File: config.mk
export PLATFORM = sky130hd
export DESIGN_NAME = uart_tx_toggle
export DESIGN_NICKNAME = d
export VERILOG_FILES = /design/src/rtl/uart_pkg.sv /design/src/rtl/cdc_sync_bit.sv /design/src/rtl/uart_tx_toggle.sv
export SDC_FILE = /design/constraint.sdc
export NUM_CORES = 1
export LEC_CHECK = 0
export CAP_MARGIN = 15
export CORE_MARGIN = 5
export CORE_UTILIZATION = 57
export DETAILED_ROUTE_END_ITERATION = 7
export GPL_TIMING_DRIVEN = 0
export PLACE_DENSITY_LB_ADDON = 0.12
export SYNTH_ARGS = -nofsm -noshare
export SYNTH_HDL_FRONTEND = slang
export SYNTH_SLANG_ARGS = --single-unit
File: constraint.sdc
create_clock -name clk_uart16 -period 2.7 [get_ports clk_uart16]
set_input_delay 0.54 -clock clk_uart16 [delete_from_list [all_inputs] [get_ports clk_uart16]]
set_output_delay 0.54 -clock clk_uart16 [all_outputs]
set_load 0.02 [all_outputs]
File: src/rtl/uart_pkg.sv
// Shared UART definitions for the transmit path and the future receive path.
// Contents:
//   UART_DATA_BITS, UART_OVERSAMPLE - default frame geometry
//   uart_state_t and St* constants  - transmitter FSM encoding
package uart_pkg;

    localparam int unsigned UART_DATA_BITS  = 8;
    localparam int unsigned UART_OVERSAMPLE = 16;

    typedef logic [1:0] uart_state_t;

    localparam uart_state_t StIdle  = 2'd0;
    localparam uart_state_t StStart = 2'd1;
    localparam uart_state_t StData  = 2'd2;
    localparam uart_state_t StStop  = 2'd3;

endpackage

File: src/rtl/cdc_sync_bit.sv
// Multi-stage single-bit synchroniser with asynchronous active-high reset to 0.
// Ports:
//   clk_i  destination clock
//   rst_i  asynchronous reset, active high
//   d_i    asynchronous input bit
//   q_o    synchronised output (SYNC_STAGES cycles of latency)
module cdc_sync_bit #(
    parameter int unsigned SYNC_STAGES = 2
) (
    input  logic clk_i,
    input  logic rst_i,
    input  logic d_i,
    output logic q_o
);

    logic [SYNC_STAGES-1:0] sync_q;

    always_ff @(posedge clk_i or posedge rst_i) begin
        if (rst_i) begin
            sync_q <= '0;
        end else begin
            sync_q <= {sync_q[SYNC_STAGES-2:0], d_i};
        end
    end

    assign q_o = sync_q[SYNC_STAGES-1];

endmodule

File: src/rtl/uart_tx_toggle.sv
// Toggle-handshake UART transmitter (8N1 by default).
// A change of local_st relative to remote_st requests one frame carrying data;
// remote_st is set to the request value once the stop bit(s) are finished.
// Ports:
//   clk_uart16  16x baud clock, the only clock
//   rst         asynchronous reset, active high
//   data        payload, stable from the writer until completion
//   local_st    request toggle from the register block (asynchronous)
//   remote_st   completion toggle
//   busy        high while a frame is in progress
//   tx          serial line, idle high, driven from a flop
module uart_tx_toggle
    import uart_pkg::*;
#(
    parameter int unsigned DATA_BITS   = UART_DATA_BITS,
    parameter int unsigned STOP_BITS   = 1,
    parameter int unsigned OVERSAMPLE  = UART_OVERSAMPLE,
    parameter int unsigned SYNC_STAGES = 2
) (
    input  logic                 clk_uart16,
    input  logic                 rst,
    input  logic [DATA_BITS-1:0] data,
    input  logic                 local_st,
    output logic                 remote_st,
    output logic                 busy,
    output logic                 tx
);

    localparam int unsigned StopTicks = OVERSAMPLE * STOP_BITS;
    localparam int unsigned TickW     = (StopTicks > 1) ? $clog2(StopTicks) : 1;
    localparam int unsigned BitW      = (DATA_BITS > 1) ? $clog2(DATA_BITS) : 1;

    localparam logic [TickW-1:0] BitEnd  = TickW'(OVERSAMPLE - 1);
    localparam logic [TickW-1:0] StopEnd = TickW'(StopTicks - 1);
    localparam logic [BitW-1:0]  LastBit = BitW'(DATA_BITS - 1);

    uart_state_t          state_q, state_d;
    logic [TickW-1:0]     tick_q, tick_d;
    logic [BitW-1:0]      bit_q, bit_d;
    logic [DATA_BITS-1:0] shift_q, shift_d;
    logic                 req_lat_q, req_lat_d;
    logic                 remote_q, remote_d;
    logic                 busy_q, busy_d;
    logic                 tx_q, tx_d;
    logic                 req_s;

    cdc_sync_bit #(
        .SYNC_STAGES (SYNC_STAGES)
    ) u_req_sync (
        .clk_i (clk_uart16),
        .rst_i (rst),
        .d_i   (local_st),
        .q_o   (req_s)
    );

    always_comb begin
        state_d   = state_q;
        tick_d    = tick_q;
        bit_d     = bit_q;
        shift_d   = shift_q;
        req_lat_d = req_lat_q;
        remote_d  = remote_q;

        unique case (state_q)
            StIdle: begin
                // data has been stable for SYNC_STAGES cycles by the time req_s moves
                if (req_s != remote_q) begin
                    shift_d   = data;
                    req_lat_d = req_s;
                    tick_d    = '0;
                    state_d   = StStart;
                end
            end
            StStart: begin
                if (tick_q == BitEnd) begin
                    tick_d  = '0;
                    bit_d   = '0;
                    state_d = StData;
                end else begin
                    tick_d = tick_q + 1'b1;
                end
            end
            StData: begin
                if (tick_q == BitEnd) begin
                    tick_d  = '0;
                    shift_d = shift_q >> 1;
                    bit_d   = bit_q + 1'b1;
                    if (bit_q == LastBit) begin
                        state_d = StStop;
                    end
                end else begin
                    tick_d = tick_q + 1'b1;
                end
            end
            StStop: begin
                if (tick_q == StopEnd) begin
                    tick_d   = '0;
                    remote_d = req_lat_q;
                    state_d  = StIdle;
                end else begin
                    tick_d = tick_q + 1'b1;
                end
            end
            default: begin
                state_d = StIdle;
            end
        endcase
    end

    // Outputs are registered from the next state so tx and busy switch on the
    // same edge as the state they describe.
    always_comb begin
        tx_d = 1'b1;
        case (state_d)
            StStart: tx_d = 1'b0;
            StData:  tx_d = shift_d[0];
            default: tx_d = 1'b1;
        endcase
        busy_d = (state_d != StIdle);
    end

    always_ff @(posedge clk_uart16 or posedge rst) begin
        if (rst) begin
            state_q   <= StIdle;
            tick_q    <= '0;
            bit_q     <= '0;
            shift_q   <= '0;
            req_lat_q <= 1'b0;
            remote_q  <= 1'b0;
            busy_q    <= 1'b0;
            tx_q      <= 1'b1;
        end else begin
            state_q   <= state_d;
            tick_q    <= tick_d;
            bit_q     <= bit_d;
            shift_q   <= shift_d;
            req_lat_q <= req_lat_d;
            remote_q  <= remote_d;
            busy_q    <= busy_d;
            tx_q      <= tx_d;
        end
    end

    assign remote_st = remote_q;
    assign busy      = busy_q;
    assign tx        = tx_q;

endmodule

==> results.toml, run 1 <==
[status]
status = "finished, final reports clean"

[global_routing]
antenna_found_initial = 0
grt_pass1_wl_um = 3650
grt_max_degree = 24
overflow = 0
grt_util_all_layers_pct = 17.7
grt_pass1_vias = 806

[place]
dp_hpwl_um = 1520
port_buffers = 13
place.gp.congestion = 0.770

[setup_path]
crit_chain = "clkdlybuf4s50_1"
cp_max_fo = 1
critPathLaunchType = "flop"
critical_path.max_stage_delay_ps = 590
cp_data_arrival_time_ps = 1430
r2r_slack_ps = 970
critPathBufInv = 1
critPathRequiredTime_ps = 2160
crit_family = "buffers and inverters"
worstSetupPathType = "reg -> out"
worstSetupEndpointType = "primary output"
crit_slowest_cell = "clkdlybuf4s50_1"

[pwr]
power_frac_clock_pct = 12.8
switching_share_pct = 38.5
vdd.ir_drop.worst_mv = 0.611
power.internal_uw = 761
share_comb_of_total_power_pct = 39.6
seqPwrFrac_pct = 47.6
p_leak_uw = 0.000608
power.switching_uw = 476
p_per_area_mw_per_mm2 = 937

[route]
drt_iter0_drc = 9
wl_per_cell_um = 14.0
via_count = 837
first_pass_iters = 4
remaining_drc_errors = 0
drtAntennaViolNets = 0
wl_um = 2100
viasPerCell = 5.58

[floorplan]
start_util_pct = 58.7
fp-row-count = 16
fp.dieH_um = 54.5
ios = 14
core_area_mm2 = 0.00192
die_w_um = 54.5
die_area_mm2 = 0.00297

[sta]
slew_viol_final = 0
worst_pin_slew_ps = 874
hold_viol = 0
timing.setup.tns_ps = 0
rsz0062_at_grt = "no"
fmax_mhz = 508
slew_headroom_pct = 41.7
fin_crit_ps = 1970
finalClockSkew_ps = 9.90
fin_crit_sh_pct = 72.9
fin_worst_hold_slack_ps = 366
finalSetupViolations = 0

[flow_run]
cap_violations = 0

[synth]
ys_seq_area_share_pct = 51.1
synth_area_per_cell_um2 = 10.6
netlist_area_mm2 = 0.00113
synthCells = 106
ys_types = 33
yosysWarningCount = 0
synth_nets = 120
synth_edf_count = 0
synthArstFlopShare_pct = 100
synth_ff_type = "dfrtp_1"
ys_ff_latch = 23

[cts]
cts_resized = 0
clk_pin_slew_ps = 130
cts_hold_buffers = 0
cts.sinks = 23
clk_path_buf_depth = 2
htree_levels = 1
insertion_delay_ps = 310
cts_tree = "yes"
cts_setup_buffers = 0
cts-buffers-inserted = 3
clockRootBuffer = "clkbuf_4"

[final_layout]
utilization_pct = 68.7
nets = 138
area_growth_syn_to_layout_pct = 17.0
layout_commonest_cell = "nand2_1"
fillerInstances = 164
antenna_cells = 0
mostFrequentLayoutCells = "nand2_1, dfrtp_1, clkdlybuf4s50_1"
layout-drive-gt1-share_pct = 15.4

[hold_path]
hold_class = "reg -> reg"
cell type report:
| class | instances | area [µm²] | area share [%] |
|---|---|---|---|
| repair buffers | 13 | 130 | 9.86 |
| clock buffers | 3 | 22.5 | 1.71 |
| inverters | 1 | 3.75 | 0.284 |
| plain buffers | 6 | 50.0 | 3.79 |
| clock inverters | 1 | 5.00 | 0.379 |
| multi-input cells | 76 | 498 | 37.7 |
| flip-flops and latches | 23 | 577 | 43.7 |
| well taps | 27 | 33.8 | 2.56 |
path summary, 6_finish.rpt:
| kind | startpoint | endpoint | cells past startpoint |
|---|---|---|---|
| min | u_req_sync.sync_q[0]$_DFF_PP0_ | u_req_sync.sync_q[1]$_DFF_PP0_ | 0 |
| min reg2reg | u_req_sync.sync_q[0]$_DFF_PP0_ | u_req_sync.sync_q[1]$_DFF_PP0_ | 0 |
| max reg2reg | tick_q[0]$_DFFE_PP0P_ | tx$_DFF_PP1_ | 6 |
| max in group asynchronous | rst | shift_q[5]$_DFFE_PP0P_ | 2 |
| max | tx$_DFF_PP1_ | tx | 1 |
| min in group asynchronous | rst | bit_q[0]$_DFFE_PP0P_ | 2 |
power by group through the flow:
stage	clock [µW]	combinational (µW)	sequential, µW
after floorplan	0	350	592
after CTS	164	494	587
final	158	489	589
after global routing	180	548	607
after global placement	0	469	586
after detailed placement	0	489	594
layer usage:
| layer | up-vias | track usage [%] | share of wire, % |
|---|---|---|---|
| met5 | - | 0 | 0 |
| met4 | 0 | 12.0 | 2.6 |
| met3 | 6 | 2.72 | 2.7 |
| met2 | 19 | 28.1 | 48 |
| met1 | 408 | 22.0 | 46 |
| li1 | 404 | - | - |
Yosys cell counts (2+ instances only):
library cell	instances	area share, %
nand3_1	3	1.3
and2_1	2	1.1
ha_1	3	3.3
xnor2_1	2	1.6
o21ai_0	9	4.0
a22oi_4	2	3.8
nand2_1	28	9.3
buf_6	3	3.0
dfrtp_1	22	49
a22o_1	4	3.1
a22oi_1	6	4.0
state kept, by name, summed over array words and instances (netlist names), 2 cells and up:
signal,count
shift_q,8
tick_q,4
bit_q,3
state_q,2
u_req_sync.sync_q,2
cell families (layout without fill, tap and decap cells):
family | count (synthesis) | count (layout) | share of synthesized area, %
simple gates | 42 | 42 | 17.7
compound gates | 27 | 27 | 19.1
flops | 23 | 23 | 51.1
buf+inv | 7 | 24 | 4.77
fa+ha+maj | 3 | 3 | 3.33
xor+xnor | 3 | 3 | 2.99
mux | 1 | 1 | 0.998
metrics by stage:
stage | setup WS (ps) | cells | area, µm² | total power [µW]
final | 731 | 150 | 1320 | 1240
after detailed placement | 1040 | 146 | 1290 | 1080
after global placement | 1070 | 146 | 1290 | 1060
after CTS | 709 | 150 | 1320 | 1240
after global routing | 676 | 150 | 1320 | 1340
after floorplan | 1200 | 106 | 1130 | 942
No activity file was read; power rests on OpenSTA's default activity.
==> run 2, diff against run 1 <==
Settings changed: CORE_UTILIZATION 57 to 53.
Clock period 2.7 ns to 2 ns, I/O delays scaled along.
==> run 2 against run 1 <==
Sequential cell count unchanged. Final cell count unchanged. Critical path depth unchanged. Utilization decreased by 2.7 points. Worst setup slack got worse by 540 ps. Hold slack got worse by 1.8 ps. Combinational power increased by 33%. Routed wire length decreased by 6.4%. Clock skew increased by 3.9 ps. Power increased by 34%. Die area increased by 6.1%. Critical endpoint unchanged. Largest power group unchanged.
==> results.toml, run 2 (synthesis gave the netlist of run 1 again) <==
[final_layout]
utilization_pct = 65.9
fillerInstances = 162
reg_top3 = "shift_q: 8 flops, tick_q: 4 flops, bit_q: 3 flops"
layout-drive-gt1-share_pct = 15.4
mostFrequentLayoutCells = "nand2_1, dfrtp_1, clkdlybuf4s50_1"
nets = 138
area_growth_syn_to_layout_pct = 17.0
regMostFlops = "shift_q"
antenna_cells = 0
largest_register_ff_count = 8
layout_commonest_cell = "nand2_1"

[cts]
insertion_delay_ps = 300
cts.sinks = 23
cts_tree = "yes"
clk_path_buf_depth = 2
cts_resized = 0
clockRootBuffer = "clkbuf_4"
htree_levels = 1
cts-buffers-inserted = 3
cts_setup_buffers = 0
clk_pin_slew_ps = 130
cts_hold_buffers = 0

[sta]
timing.final.ws_setup_ps = 189
worst_pin_slew_ps = 837
rsz0062_at_grt = "no"
slew_viol_final = 0
slew_headroom_pct = 44.1
finalClockSkew_ps = 13.8
fin_worst_hold_slack_ps = 364
fmax_mhz = 552
hold_viol = 0
fin_crit_sh_pct = 90.6
fin_crit_ps = 1810
timing.setup.tns_ps = 0
finalSetupViolations = 0

[floorplan]
ios = 14
die_w_um = 56.1
start_util_pct = 56.4
fp-row-count = 16
core_area_mm2 = 0.00200
die_area_mm2 = 0.00315
fp.dieH_um = 56.1

[flow_run]
cap_violations = 0

[place]
place.gp.congestion = 0.776
place_worst_setup_slack_ps = 362
dp_hpwl_um = 1470
port_buffers = 13

[route]
drtAntennaViolNets = 0
remaining_drc_errors = 0
wl_um = 1960
drt_iter0_drc = 27
viasPerCell = 5.41
first_pass_iters = 4
wl_per_cell_um = 13.1
via_count = 811

[setup_path]
crit_chain = "clkdlybuf4s50_1"
crit_slowest_cell = "clkdlybuf4s50_1"
cp_max_fo = 1
worstSetupPathType = "reg -> out"
critPathRequiredTime_ps = 1600
critPathLaunchType = "flop"
critical_path.max_stage_delay_ps = 590
worstSetupEndpointType = "primary output"
crit_family = "buffers and inverters"
critPathBufInv = 1
cp_data_arrival_time_ps = 1410

[pwr]
p_leak_uw = 0.000608
p_per_area_mw_per_mm2 = 1250
vdd.ir_drop.worst_mv = 0.740
totalPowerFinal_uw = 1650

[global_routing]
overflow = 0
grt_max_degree = 24
grt_util_all_layers_pct = 13.8
grt_pass1_wl_um = 3550
antenna_found_initial = 0
grt_pass1_vias = 788

[hold_path]
hold_class = "reg -> reg"

[status]
status = "finished, final reports clean"
## run 2: cell counts in the layout (fill, tap and decap cells not counted)
No cell type changed its count.
## run 2: cell type report
class                      count  area (µm²)  area share [%]
sequential                    23         577            43.7
multi-input combinational     76         498            37.7
timing repair buffer          13         130            9.86
buffer                         6        50.0            3.79
tap                           27        33.8            2.56
clock buffer                   3        22.5            1.71
clock inverter                 1        5.00           0.379
inverter                       1        3.75           0.284
## run 2: worst paths after layout
check / slack, ps / start / to / depth (start not counted)
max: 190 / tx$_DFF_PP1_ / tx / 1
min: 360 / u_req_sync.sync_q[0]$_DFF_PP0_ / u_req_sync.sync_q[1]$_DFF_PP0_ / 0
max reg2reg: 310 / tick_q[0]$_DFFE_PP0P_ / tx$_DFF_PP1_ / 6
min reg2reg: 360 / u_req_sync.sync_q[0]$_DFF_PP0_ / u_req_sync.sync_q[1]$_DFF_PP0_ / 0
max in group asynchronous: 920 / rst / busy$_DFF_PP0_ / 2
min in group asynchronous: 550 / rst / shift_q[4]$_DFFE_PP0P_ / 2
## run 2: per-layer routing
| layer | track usage [%] | share of wire, % | wire [µm] |
|---|---|---|---|
| met1 | 17.1 | 46 | 912 |
| met2 | 24.0 | 49 | 965 |
| met3 | 3.02 | 3.6 | 71 |
| met4 | 4.07 | 0.66 | 13 |
| met5 | 0 | 0 | 0 |
## run 2: through the flow
stage,cells,instance area (µm²)
after global routing,150,1320
after global placement,146,1290
after detailed placement,146,1290
after floorplan,106,1130
after CTS,150,1320
final,150,1320
## run 2: report_power, final
group	switching, µW	internal (µW)	leakage, µW
combinational	346	305	0.000315
clock	130	74.4	0.0000177
sequential	150	647	0.000276
